## config.mk

```make
export PLATFORM = sky130hd
export DESIGN_NAME = data_cache_line_allocator
export DESIGN_NICKNAME = d
export VERILOG_FILES = /design/src/rtl/data_memory_pkg.sv /design/src/rtl/data_cache_line_allocator.sv
export SDC_FILE = /design/constraint.sdc
export NUM_CORES = 1
export LEC_CHECK = 0
export CAP_MARGIN = 25
export CELL_PAD_IN_SITES_DETAIL_PLACEMENT = 0
export CELL_PAD_IN_SITES_GLOBAL_PLACEMENT = 1
export CORE_MARGIN = 5
export CORE_UTILIZATION = 33
export DETAILED_ROUTE_END_ITERATION = 6
export PLACE_DENSITY = 0.8
export SYNTH_ARGS = -nofsm -noshare
export SYNTH_HDL_FRONTEND = slang
export SYNTH_SLANG_ARGS = --single-unit
```

## constraint.sdc

```tcl
create_clock -name clk_i -period 2.2 [get_ports clk_i]
set_input_delay 0.22 -clock clk_i [delete_from_list [all_inputs] [get_ports clk_i]]
set_output_delay 0.22 -clock clk_i [all_outputs]
set_load 0.02 [all_outputs]
```

## src/rtl/data_memory_pkg.sv

```systemverilog
// data_memory_pkg: shared data cache port types and the line allocator state encoding.
package data_memory_pkg;
    localparam int TAG_SIZE    = 20;
    localparam int BLOCK_WORDS = 4;
    localparam int PORT_BYTES  = 4;

    typedef struct packed {
        logic valid;
        logic dirty;
        logic tag;
        logic data;
    } data_cache_enable_t;

    typedef struct packed {
        logic                valid;
        logic                dirty;
        logic [TAG_SIZE-1:0] tag;
        logic [31:0]         word;
    } data_cache_packet_t;

    typedef enum logic [1:0] {IDLE, FILL, FINALIZE} allocator_fsm_t;
endpackage

```

## src/rtl/data_cache_line_allocator.sv

```systemverilog
// data_cache_line_allocator: refills one cache block from the memory bus into a way via port 0.
module data_cache_line_allocator
    import data_memory_pkg::data_cache_enable_t;
    import data_memory_pkg::data_cache_packet_t;
    import data_memory_pkg::allocator_fsm_t;
    import data_memory_pkg::PORT_BYTES;
    import data_memory_pkg::IDLE;
    import data_memory_pkg::FILL;
    import data_memory_pkg::FINALIZE;
#(
    parameter int WAY_NUMBER  = 2,
    parameter int BLOCK_WORDS = data_memory_pkg::BLOCK_WORDS,
    parameter int ADDR_WIDTH  = 7,
    parameter int TAG_SIZE    = data_memory_pkg::TAG_SIZE,
    localparam int CHIP_ADDR  = $clog2(BLOCK_WORDS)
) (
    input  logic                  clk_i,
    input  logic                  rst_i,
    input  logic                  allocate_i,
    input  logic [ADDR_WIDTH-1:0] allocate_address_i,
    input  logic [TAG_SIZE-1:0]   allocate_tag_i,
    input  logic [WAY_NUMBER-1:0] allocate_way_i,
    output logic                  allocate_ready_o,
    input  logic [31:0]           mem_word_i,
    input  logic                  mem_valid_i,
    output logic                  mem_ready_o,
    output logic [WAY_NUMBER-1:0] way_enable_o,
    output data_cache_enable_t    port0_enable_o,
    output logic [CHIP_ADDR-1:0]  port0_chip_select_o,
    output logic [PORT_BYTES-1:0] port0_byte_write_o,
    output logic [ADDR_WIDTH-1:0] port0_address_o,
    output data_cache_packet_t    port0_cache_packet_o,
    output logic                  port0_write_o,
    output logic                  done_o
);
    allocator_fsm_t        state_q, state_d;
    logic [CHIP_ADDR-1:0]  cnt_q, cnt_d, chip_q;
    logic [ADDR_WIDTH-1:0] addr_q;
    logic [TAG_SIZE-1:0]   tag_q;
    logic [WAY_NUMBER-1:0] way_q;
    logic [31:0]           word_q;
    logic                  wr_q, first_q;
    logic                  start, accept, last_beat, fin;

    assign start     = state_q == IDLE && allocate_i;
    assign accept    = state_q == FILL && mem_valid_i;
    assign last_beat = cnt_q == CHIP_ADDR'(BLOCK_WORDS - 1);
    assign fin       = state_q == FINALIZE;

    always_ff @(posedge clk_i or posedge rst_i) begin
        if (rst_i) begin
            state_q <= IDLE;
            cnt_q   <= '0;
            chip_q  <= '0;
            addr_q  <= '0;
            tag_q   <= '0;
            way_q   <= '0;
            word_q  <= '0;
            wr_q    <= 1'b0;
            first_q <= 1'b0;
        end else begin
            state_q <= state_d;
            cnt_q   <= cnt_d;
            wr_q    <= accept;
            if (start) begin
                addr_q <= allocate_address_i;
                tag_q  <= allocate_tag_i;
                way_q  <= allocate_way_i;
            end
            if (accept) begin
                chip_q  <= cnt_q;
                word_q  <= mem_word_i;
                first_q <= cnt_q == '0;
            end
        end
    end

    // The first word clears valid so a half-filled line can never hit; the last sets it.
    always_comb begin
        state_d = state_q;
        cnt_d   = cnt_q;
        if (start) begin
            state_d = FILL;
            cnt_d   = '0;
        end else if (accept) begin
            cnt_d   = cnt_q + 1'b1;
            state_d = last_beat ? FINALIZE : FILL;
        end else if (fin) begin
            state_d = IDLE;
        end
        allocate_ready_o           = state_q == IDLE;
        mem_ready_o                = state_q == FILL;
        done_o                     = fin;
        port0_write_o              = wr_q;
        way_enable_o               = wr_q ? way_q : '0;
        port0_chip_select_o        = wr_q ? chip_q : '0;
        port0_byte_write_o         = {PORT_BYTES{wr_q}};
        port0_address_o            = state_q != IDLE ? addr_q : '0;
        port0_enable_o             = '0;
        port0_enable_o.valid       = wr_q & (first_q | fin);
        port0_enable_o.dirty       = wr_q & fin;
        port0_enable_o.tag         = wr_q & fin;
        port0_enable_o.data        = wr_q;
        port0_cache_packet_o       = '0;
        port0_cache_packet_o.valid = fin;
        port0_cache_packet_o.tag   = fin ? tag_q : '0;
        port0_cache_packet_o.word  = wr_q ? word_q : '0;
    end
endmodule

```

Word-level counts from Yosys, hierarchy flattened. Cells that the tools add are included. Widths: inputs -> output; s select.

Register bits: 69. Input bits: 65. Word-level logic and storage cells: 34.

Add/subtract/negate cells: 1. Eq/ne operators: 3. Mux-type cells: 11. Bitwise operators: 3. Reduce and logical (&&, ||, !) cells: 7.

Operator list (count): $mux 32 (1); $mux 20 (1); $mux 2 (8); $mux 7 (1); $eq 2x2->1 const B (2); $logic_not 2->1 (2); $reduce_bool 2->1 (2); $reduce_bool 3->1 (1); $add 2x1->2 const B (1); $and 1x1->1 (2); $eq 2x1->1 const B (1); $logic_and 1x1->1 (2); $or 1x1->1 (1).

Longest topological paths before layout. Gate-level depths: netlist of the first run.

Depth in word-level cells: 4. Gate-level depth with buffers: 5. Mapped depth without buffers: 4.

Worst setup path after synthesis of the first run. No wires, ideal clock.

Path type: reg2out. From: reg state_q[0]. To: out port0_address_o[0]. Arrival: 1.343 ns. Data required time: 1.980 ns. Slack: 0.637 ns. Stages on the path, launching flop included: 4. Cells stage by stage: dfrtp_1 buf_2 nor2_1 nor2b_1.

Word-level cells in the longest chain between the ends: 2.

RTL lines: start, declared (line data_cache_line_allocator.sv:36) `allocator_fsm_t state_q, state_d;`; start signal, assigned (line data_cache_line_allocator.sv:62) `state_q <= state_d;`; $reduce_bool 2->1 (line data_cache_line_allocator.sv:98) `port0_address_o = state_q != IDLE ? addr_q : '0;`; $mux 7 (line data_cache_line_allocator.sv:98); end, declared (line data_cache_line_allocator.sv:31) `output logic [ADDR_WIDTH-1:0] port0_address_o,`.

Every way passes these cells.

==> flow_summary.ini, run 1 <==
[outcome]
status = complete, no violations

[floorplanning]
die_width_um = 111
die-area_um2 = 12200
rows = 36
fp.dieH_um = 111
core-area_um2 = 9820
io_pins = 142
start_util_pct = 34.0

[global_routing]
antenna_found_initial = 0
grt_max_degree = 43
grt_pass1_wl_mm = 12.7
grt.overflow.total = 0
grt_util_all_layers_pct = 12.7
grt_pass1_vias = 2465

[placed_design]
pre_cts_slack_ns = 0.265
hpwl_mm = 5.64
placed_cells = 506
place_congestion = 0.679
io_buffer_count = 140

[cts]
cts_setup_buffers = 0
cts_sinks = 69
cts_made_buffers = 9
worstSkewPairLatency_ns = 0.33
htree_levels = 3
clockRootBuffer = clkbuf_8
cts.path.max_buffers = 2
cts_tree = done
path_clk_slew_ns = 0.08

[finish]
antennaDiodeCount = 0
nets = 451
seqCellArea_um2 = 1730
multi_input_area_um2 = 1410
drive_above_1_share_pct = 24.7
post_layout_nonfiller_instances = 522
syn_to_final_growth_pct = 53.3
fillers = 906

[yosys]
synth_nets = 311
synthesis.area_um2 = 3330
synthFlopType = dfrtp_1
synth-seq-cells = 69
synth_cells = 244
synth_top_area_cell = dfrtp_1
synth_common_cells = dfrtp_1 (69), and2_1 (57), mux2_2 (33)
async_flop_share_pct = 100
synth_top_cell_area_share_pct = 51.8
syn_avg_cell_area_um2 = 13.7
yosys_warnings = 0
synth_edf_count = 0
yosys-top-cells-area = dfrtp_1 (52%), mux2_4 (13%), mux2_2 (11%), and2_1 (11%), buf_4 (2.5%)
ys_seq_area_share_pct = 51.8
yosysMostFrequentCell = dfrtp_1
synth.distinct_cells = 27

[power]
p_int_mw = 4.41
power_frac_clock_pct = 17.8
power.share.combinational_pct = 47.9
vdd_drop_max_uv = 509
powerDensity_nw_per_um2 = 1270
swShare_pct = 32.3
power_frac_seq_pct = 34.3
p_leak_nw = 2.45
fin_total_pwr_mw = 6.51
power_switching_mw = 2.10

[sta]
hold_violations = 0
setup_violations = 0
setup_tns_ns = 0
fmax_mhz = 480
period_share_pct = 94.7
rsz0062_at_grt = false
post-route-min-period_ns = 2.08
hold_slack_ns = 0.239
fin_worst_skew_ns = 0.00849
setup_ws_ns = 0.116
slew_viol_final = 0

[drt]
via_count = 2275
wire_per_inst_um = 14.6
viasPerCell = 4.36
drt_iter0_drc = 71
drcViolationCount = 0
routed_wl_mm = 7.63
ant_nets = 0
drt_pass1_iterations = 4

[setup_path]
end_kind = output port
r2r_cells = 4
slowest_delay_ns = 0.61
start_kind = flop
critical_path_arrival_ns = 1.86
worstPathRequired_ns = 1.98
crit_chain = nor2b_2 -> buf_4 -> and2_1 -> clkdlybuf4s50_1
critPathMaxFanout = 11
reg2reg_slack_ns = 0.59
crit_type = flop to output port
cpMaxStageDelayCell = clkdlybuf4s50_1

[worst_hold_path]
min_path_type = input port to async pin

[flow_run]
cap_violations = 0
-- cell families (layout without fill, tap and decap cells) --
logic type / Yosys count / count (layout) / share of synthesized area (%)
other cells: 1 / 1 / 0.112
simple gates: 75 / 75 / 14.8
mux: 64 / 64 / 24.9
flops: 69 / 69 / 51.8
buf+inv: 27 / 172 / 6.27
fa+ha+maj: 2 / 2 / 0.750
compound gates: 6 / 6 / 1.43
-- per-layer routing --
layer  track usage, %  vias to the layer above  share of wire [%]
met4             3.94                        0                1.2
li1                 -                     1078                  -
met5                0                        -                  0
met2             20.6                       88                 47
met3             4.92                       10                7.7
met1             15.6                     1099                 44
-- stage by stage --
stage / utilization, % / cell area (µm²)
after floorplan: - / 3330
after global placement: 49.4 / 4850
after detailed placement: 49.4 / 4850
after CTS: 51.7 / 5080
after global routing: 52.1 / 5110
final: 52.1 / 5110
-- placed cells by master (no fill, tap or decap), types with 4 or more instances in the layout --
cell type and n:
and2_1 57, buf_12 4, buf_4 8, clkbuf_8 10, clkdlybuf4s50_1 124, dfrtp_1 68, dlymetal6s2s_1 14, mux2_2 33
mux2_4 29, nor2b_1 9
-- critical path, delay by kind of cell (launching register included) --
kind | cells | cell delay, ns
buf+inv | 2 | 0.78
flops | 1 | 0.47
simple gates | 2 | 0.28
-- timing repair --
item | CTS | global route
setup endpoints to repair | 2 | 21
gates resized for setup | 2 | 15
hold buffers | 0 | 0
hold endpoints to repair | 0 | 0
-- area by class of cell --
cell class | count | area share [%]
timing repair buffer | 152 | 30.8
tap | 133 | 3.26
clock inverter | 6 | 1.69
clock buffer | 10 | 2.69
sequential | 69 | 33.8
inverter | 4 | 0.294
multi-input combinational | 148 | 27.5
-- power by group through the flow --
stage / logic, mW / registers [mW] / clock network (mW)
after global routing: 3.35 / 2.32 / 1.26
after CTS: 3.18 / 2.23 / 1.21
final: 3.12 / 2.23 / 1.16
after floorplan: 2.14 / 2.14 / 0
after detailed placement: 3.18 / 2.26 / 0
after global placement: 3.11 / 2.23 / 0
-- path summary, 6_finish.rpt --
path / from / end
hold reg to reg: tag_q[2]$_DFFE_PP0P_ / tag_q[2]$_DFFE_PP0P_
min in group clk_i: allocate_tag_i[2] / tag_q[2]$_DFFE_PP0P_
hold / removal: rst_i / word_q[17]$_DFFE_PP0P_
setup reg to reg: state_q[0]$_DFFE_PP0P_ / word_q[24]$_DFFE_PP0P_
max in group asynchronous: rst_i / state_q[0]$_DFFE_PP0P_
setup / recovery: state_q[0]$_DFFE_PP0P_ / port0_cache_packet_o[49]
-- sequential cells by signal, summed over array words and instances, names as in the netlist --
name	count
first_q	1
way_q	2
state_q	2
chip_q	2
port0_write_o	1
tag_q	20
cnt_q	2
addr_q	7
word_q	32
Power figures use the tool's default switching activity.
==> inputs of run 2 (changes only) <==
--- a/config.mk
+++ b/config.mk
@@ -8,10 +8,11 @@
 export CAP_MARGIN = 25
 export CELL_PAD_IN_SITES_DETAIL_PLACEMENT = 0
 export CELL_PAD_IN_SITES_GLOBAL_PLACEMENT = 1
+export CORE_ASPECT_RATIO = 0.8
 export CORE_MARGIN = 5
-export CORE_UTILIZATION = 33
+export CORE_UTILIZATION = 36
 export DETAILED_ROUTE_END_ITERATION = 6
-export PLACE_DENSITY = 0.8
+export PLACE_DENSITY = 0.87
 export SYNTH_ARGS = -nofsm -noshare
 export SYNTH_HDL_FRONTEND = slang
 export SYNTH_SLANG_ARGS = --single-unit
==> constraint.sdc (replaced) <==
create_clock -name clk_i -period 2.4 [get_ports clk_i]
set_input_delay 0.24 -clock clk_i [delete_from_list [all_inputs] [get_ports clk_i]]
set_output_delay 0.24 -clock clk_i [all_outputs]
set_load 0.02 [all_outputs]
==> run 2 against run 1 <==
  * Design area decreased by 0.66%
  * Clock power increased by 13%
  * First-iteration DRC count decreased by 37%
  * Clock-buffer cell count unchanged
  * Critical path depth unchanged
  * Flip-flop and latch count unchanged
  * Hold slack improved by 0.021 ns
  * Final cell count decreased by 4.2%
  * Largest cell class unchanged
==> flow_summary.ini, run 2 (synthesis gave the netlist of run 1 again) <==
[power]
power.share.combinational_pct = 45.6
power_switching_mw = 1.97
p_int_mw = 4.24
swShare_pct = 31.8
p_leak_nw = 2.19
vdd_drop_max_uv = 511
powerDensity_nw_per_um2 = 1220
power_frac_seq_pct = 33.4
power_frac_clock_pct = 21.1

[drt]
routed_wl_mm = 7.86
drt_pass1_iterations = 4
via_count = 2222
drcViolationCount = 0
drt_iter0_drc = 45
ant_nets = 0
wire_per_inst_um = 15.7
viasPerCell = 4.44

[global_routing]
grt_util_all_layers_pct = 14.0
antenna_found_initial = 0
grt_max_degree = 43
grt_pass1_wl_mm = 12.6
grt_pass1_vias = 2467
grt.overflow.total = 0

[finish]
post_layout_nonfiller_instances = 500
final_cell_mix = clkdlybuf4s50_1 (140), dfrtp_1 (68), and2_1 (57), mux2_2 (33), mux2_4 (29)
reg_top3 = word_q x32, tag_q x20, addr_q x7
nets = 447
max_flop_register = word_q
syn_to_final_growth_pct = 52.3
layout_commonest_cell = clkdlybuf4s50_1
antennaDiodeCount = 0
largest_reg_flops = 32
drive_above_1_share_pct = 23.9

[placed_design]
io_buffer_count = 140
placed_cells = 484
place_congestion = 0.777
hpwl_mm = 5.68

[cts]
cts.path.max_buffers = 2
hold_buffers = 0
cts_made_buffers = 9
worstSkewPairLatency_ns = 0.32
htree_levels = 3
clockRootBuffer = clkbuf_16
cts_tree = done
cts_setup_buffers = 0
path_clk_slew_ns = 0.06
cts_sinks = 69

[sta]
rsz0062_at_grt = false
fin_worst_skew_ns = 0.00648
slew_viol_final = 0
period_share_pct = 92.2
hold_violations = 0
setup_violations = 0
fmax_mhz = 452
setup_tns_ns = 0
post-route-min-period_ns = 2.21

[setup_path]
slowest_delay_ns = 0.61
worstPathRequired_ns = 2.16
critPathMaxFanout = 24
cp_num_buf_inv = 2
crit_type = flop to output port
crit_chain = nor2b_2 -> buf_4 -> and2_1 -> clkdlybuf4s50_1
end_kind = output port
cpMaxStageDelayCell = clkdlybuf4s50_1
cp_top_family = buffers and inverters
critical_path_arrival_ns = 1.97
start_kind = flop

[floorplanning]
rows = 31
fp.dieH_um = 96.1
core-area_um2 = 9040
io_pins = 142
die_width_um = 118
die-area_um2 = 11300
start_util_pct = 36.9

[flow_run]
cap_violations = 0

[worst_hold_path]
min_path_type = input port to async pin

[outcome]
status = complete, no violations
-- run 2: changes by cell type in the layout (fill, tap and decap cells not counted), sizes merged --
cell           change
buf                -4
bufinv             -1
clkdlybuf4s50     +16
dlygate4sd2        -2
dlymetal6s2s      -14
inv                +1
-- run 2: power by group through the flow --
stage,logic (mW),clock network [mW],registers (mW)
detailed placement,2.87,0,2.08
global placement,2.83,0,2.07
CTS,2.89,1.35,2.08
finish,2.83,1.31,2.07
global route,3.04,1.41,2.15
floorplan,1.96,0,1.96
-- run 2: timing repair --
action / CTS / global route
endpoints found under the hold margin: 0 / 0
setup endpoints to repair: 0 / 5
resized for setup: 0 / 1
-- run 2: path summary, 6_finish.rpt --
kind	start	endpoint	slack, ns	depth (start not counted)
min in group clk_i	tag_q[14]$_DFFE_PP0P_	tag_q[14]$_DFFE_PP0P_	0.49	1
min reg2reg	tag_q[14]$_DFFE_PP0P_	tag_q[14]$_DFFE_PP0P_	0.49	1
max	state_q[1]$_DFFE_PP0P_	port0_enable_o[2]	0.19	4
max in group asynchronous	rst_i	word_q[4]$_DFFE_PP0P_	1.41	3
min	rst_i	tag_q[14]$_DFFE_PP0P_	0.26	2
max reg2reg	state_q[0]$_DFFE_PP0P_	word_q[10]$_DFFE_PP0P_	0.67	4
-- run 2: layout make-up --
class / count / area, µm²
Clock buffer: 10 / 239
Clock inverter: 6 / 61.3
Fill cell: 783 / 3960
Inverter: 4 / 15.0
Multi-Input combinational cell: 148 / 1410
Sequential cell: 69 / 1730
Tap cell: 115 / 144
Timing Repair Buffer: 148 / 1490
-- run 2: metrics by stage --
step / setup slack [ns] / utilization (%) / total power, mW / hold WS, ns / cell area, µm²
after floorplan: 0.420 / - / 3.93 / 0.374 / 3330
after CTS: 0.0791 / 56.2 / 6.31 / 0.270 / 5080
after detailed placement: 0.362 / 52.9 / 4.95 / 0.485 / 4780
after global routing: 0.0653 / 56.2 / 6.60 / 0.302 / 5080
after global placement: 0.435 / 52.9 / 4.90 / 0.481 / 4780
final: 0.187 / 56.2 / 6.21 / 0.260 / 5080
-- run 2: routing by layer --
metal	routed length [µm]	track usage, %	vias to the layer above
met3	930	8.46	6
li1	-	-	1072
met2	3380	20.9	97
met1	3500	17.2	1047
met5	0	0	-
met4	52	3.72	0
==> RTL edit 1, RTL diff (config.mk and constraints of run 1) <==
The parameter `WAY_NUMBER` goes from 2 to 1.
--- a/src/rtl/data_cache_line_allocator.sv
+++ b/src/rtl/data_cache_line_allocator.sv
@@ -8,7 +8,7 @@
     import data_memory_pkg::FILL;
     import data_memory_pkg::FINALIZE;
 #(
-    parameter int WAY_NUMBER  = 2,
+    parameter int WAY_NUMBER  = 1,
     parameter int BLOCK_WORDS = data_memory_pkg::BLOCK_WORDS,
     parameter int ADDR_WIDTH  = 7,
     parameter int TAG_SIZE    = data_memory_pkg::TAG_SIZE,
Ports: changed (resized allocate_way_i and way_enable_o); port bits go from 142 to 140. The function was not compared with the original's and may differ.
==> RTL edit 1 against run 1 <==
  * Clock power about the same
  * Wire length up 2.5%
  * Register-to-register slack better by 0.04 ns
  * Total power down 0.78%
  * Count of clock-buffer cells in the layout up 1
  * Sequential cell count down 1
  * Critical path depth unchanged
  * Area after synthesis down 0.98%
  * Largest cell class unchanged
  * Critical path type unchanged
  * Final area down 2.1%
  * Fmax down 0.16%
  * Worst setup slack worse by 0.0034 ns
==> RTL edit 1: results <==
set metrics [dict create \
    wl_met2_um 3340 \
    viasPerCell 4.41 \
    grt_max_degree 69 \
    grt_pass1_vias 2500 \
    dpl_worst_slack_ns 0.386 \
    io_buffers 138 \
    holdWs_ns 0.278 \
    reg_top3 "word_q (32), tag_q (20), addr_q (7)" \
    critical_path.max_fanout 24 \
    use_met1 0.174 \
    r2r_end "tag_q[2]" \
    yosys-top-cells-count "dfrtp_1, and2_1, mux2_2" \
    async_flop_share 1.00 \
    synth_area_leaders "dfrtp_1, mux2_4, mux2_2" \
    wl_met1_um 3420 \
    crit_end "port0_cache_packet_o[37]" \
    r2r_slack_ns 0.63 \
    ir_worst_vdd_mv 0.608 \
    yosysSeqAreaShare 0.515 \
    n_fill_cell 871 \
    drive_above_1_share 0.241 \
    met3WireLength_um 951 \
    grtUsageMet2 0.200 \
    drtPass1Iterations 3 \
    hpwl_um 5560 \
    grt_pass1_wl_um 12600 \
    skew_ns 0.0123 \
    crit_type "register to output pin" \
    use_met3 0.0652 \
    min_period_ns 2.09 \
    drt_iter0_drc 65 \
    p_leak_uw 0.00226 \
    status "completed" \
    core_area_um2 9770 \
    routabilityCongestion 0.703 \
    antenna_found_initial 0 \
    gr-usage-all-layers 0.136 \
    synth_cell_types 26 \
    cts_htree_levels 3 \
    cts_resized 0 \
    synthesis.nets 306 \
]
==> RTL edit 1: final cells by class <==
cell class              instances  share of cell area
flip-flops and latches         68               0.340
well taps                     133              0.0333
clock buffers                  11              0.0283
clock inverters                 5              0.0170
repair buffers                147               0.301
multi-input cells             146               0.277
inverters                       4             0.00300
==> RTL edit 1: through the flow <==
step / instances / cell area, um2
5_1_grt: 514 / 5000
4_1_cts: 514 / 4980
6_report: 514 / 5000
3_5_place_dp: 498 / 4760
3_3_place_gp: 498 / 4760
2_1_floorplan: 240 / 3300
==> RTL edit 1: where the power goes <==
group          switching [uW]  internal (uW)  total (uW)
Combinational            1300           1800        3100
Sequential                309           1880        2190
Clock                     490            674        1160
==> RTL edit 1: cell families after synthesis <==
group / count (synthesis) / synth area share
AO/OA/AOI/OAI: 6 / 0.0144
AND/OR/NAND/NOR: 74 / 0.149
multiplexers: 63 / 0.248
other: 1 / 0.00114
buffers and inverters: 26 / 0.0644
flip-flops: 68 / 0.515
adder cells (fa/ha/maj): 2 / 0.00758
==> RTL edit 2, RTL diff (flow settings as in run 1) <==
Made on the original files. Make the reset (`rst_i`) synchronous in one clocked block.
--- a/src/rtl/data_cache_line_allocator.sv
+++ b/src/rtl/data_cache_line_allocator.sv
@@ -47,7 +47,7 @@
     assign last_beat = cnt_q == CHIP_ADDR'(BLOCK_WORDS - 1);
     assign fin       = state_q == FINALIZE;
 
-    always_ff @(posedge clk_i or posedge rst_i) begin
+    always_ff @(posedge clk_i) begin
         if (rst_i) begin
             state_q <= IDLE;
             cnt_q   <= '0;
Behaviour: differs if rst_i is asserted again (counterexample within 4 cycles, from zero or initial values and one cycle with rst_i high); with rst_i held inactive, the same outputs for 10 cycles.
==> RTL edit 2 against run 1 <==
  * Area after synthesis decreased by 9.9%
  * Wire length up 9.7%
  * Worst setup slack gained 0.0013 ns
  * Final area decreased by 11%
  * Sequential cell count did not move
  * Non-clock buffer count shrank 2
  * Count of clock-buffer cells in the layout is 2 higher
  * Critical endpoint is now port0_cache_packet_o[45]
  * Largest cell class is now non-clock buffers
Power is not compared: it rests on default switching activity, and its combinational part moved more than twofold at a synthesized area within 25%.
==> RTL edit 2: results <==
set metrics [dict create \
    status "completed" \
    r2r_slack_ns 0.93 \
    critical_path.max_fanout 13 \
    hpwl_um 5880 \
    grt_max_degree 45 \
    area_growth_pct 52.0 \
    placed_cell_area_um2 4380 \
    instances_no_fill 622 \
    crit_path_max_incr_delay_ns 0.54 \
    final_nets 576 \
    synthesis.nets 451 \
    synthAdderAreaFrac 0.00833 \
    viasPerCell 4.48 \
    n_fill_cell 874 \
    holdWs_ns 0.366 \
    r2r_end "tag_q[8]" \
    reg2reg_depth 3 \
    async_flop_share 0 \
    clk_latency_ns 0.33 \
    wl_per_cell_um 13.5 \
    drt_iter0_drc 72 \
    skew_ns 0.00706 \
    yosysSeqAreaShare 0.460 \
    synth_compound_area_frac 0.115 \
    non_clock_inverter_count 2 \
    grt_pass1_vias 2715 \
    synthMuxAreaShare 0.00333 \
    synth_cell_types 25 \
    io_buffers 140 \
    place_inst 606 \
    multi_input_area_share 0.301 \
    synth_area_um2 3010 \
    synth_xor_area_frac 0.00291 \
    dpl_worst_slack_ns 0.307 \
    bufAreaShareNonClock 0.325 \
    min_period_ns 2.08 \
    drive_above_1_share 0.0642 \
    multi_input_gates 277 \
    gr-usage-all-layers 0.145 \
    seq_share 0.303 \
    arrival_ns 1.86 \
    synth_area_leaders "dfxtp_1, nand2_1, and2_1" \
    synthFlopType "dfxtp_1" \
    hp-class "primary input to register" \
    drtPass1Iterations 4 \
    avgSynthCellArea_um2 7.83 \
    clockBufferCount 12 \
    signal_buffers 150 \
    clockNetworkAreaShare 0.0389 \
    routabilityCongestion 0.753 \
]
## RTL edit 2: cell count changes after synthesis, moves of 4 or more
| cell | change |
|---|---|
| nand2_1 | +127 |
| mux2_2 | -33 |
| clkbuf_1 | +7 |
| mux2_4 | -29 |
| a21oi_1 | +64 |
| buf_6 | +5 |
| buf_4 | +4 |
| dfxtp_1 | +69 |
| dfrtp_1 | -69 |
## RTL edit 2: metal layers
layer,global-route usage,share of wire,vias up
met5,0,0,-
met4,0.0506,0.011,0
met3,0.0483,0.081,8
met2,0.234,0.45,94
met1,0.183,0.46,1236
li1,-,-,1451
## RTL edit 2: cells by family (layout without fill, tap and decap cells)
group           after synthesis  after routing
buf+inv                      38            168
fa+ha+maj                     2              2
other cells                   1              1
xor+xnor                      1              1
mux                           1              1
simple gates                204            204
compound gates               68             68
flops                        69             69
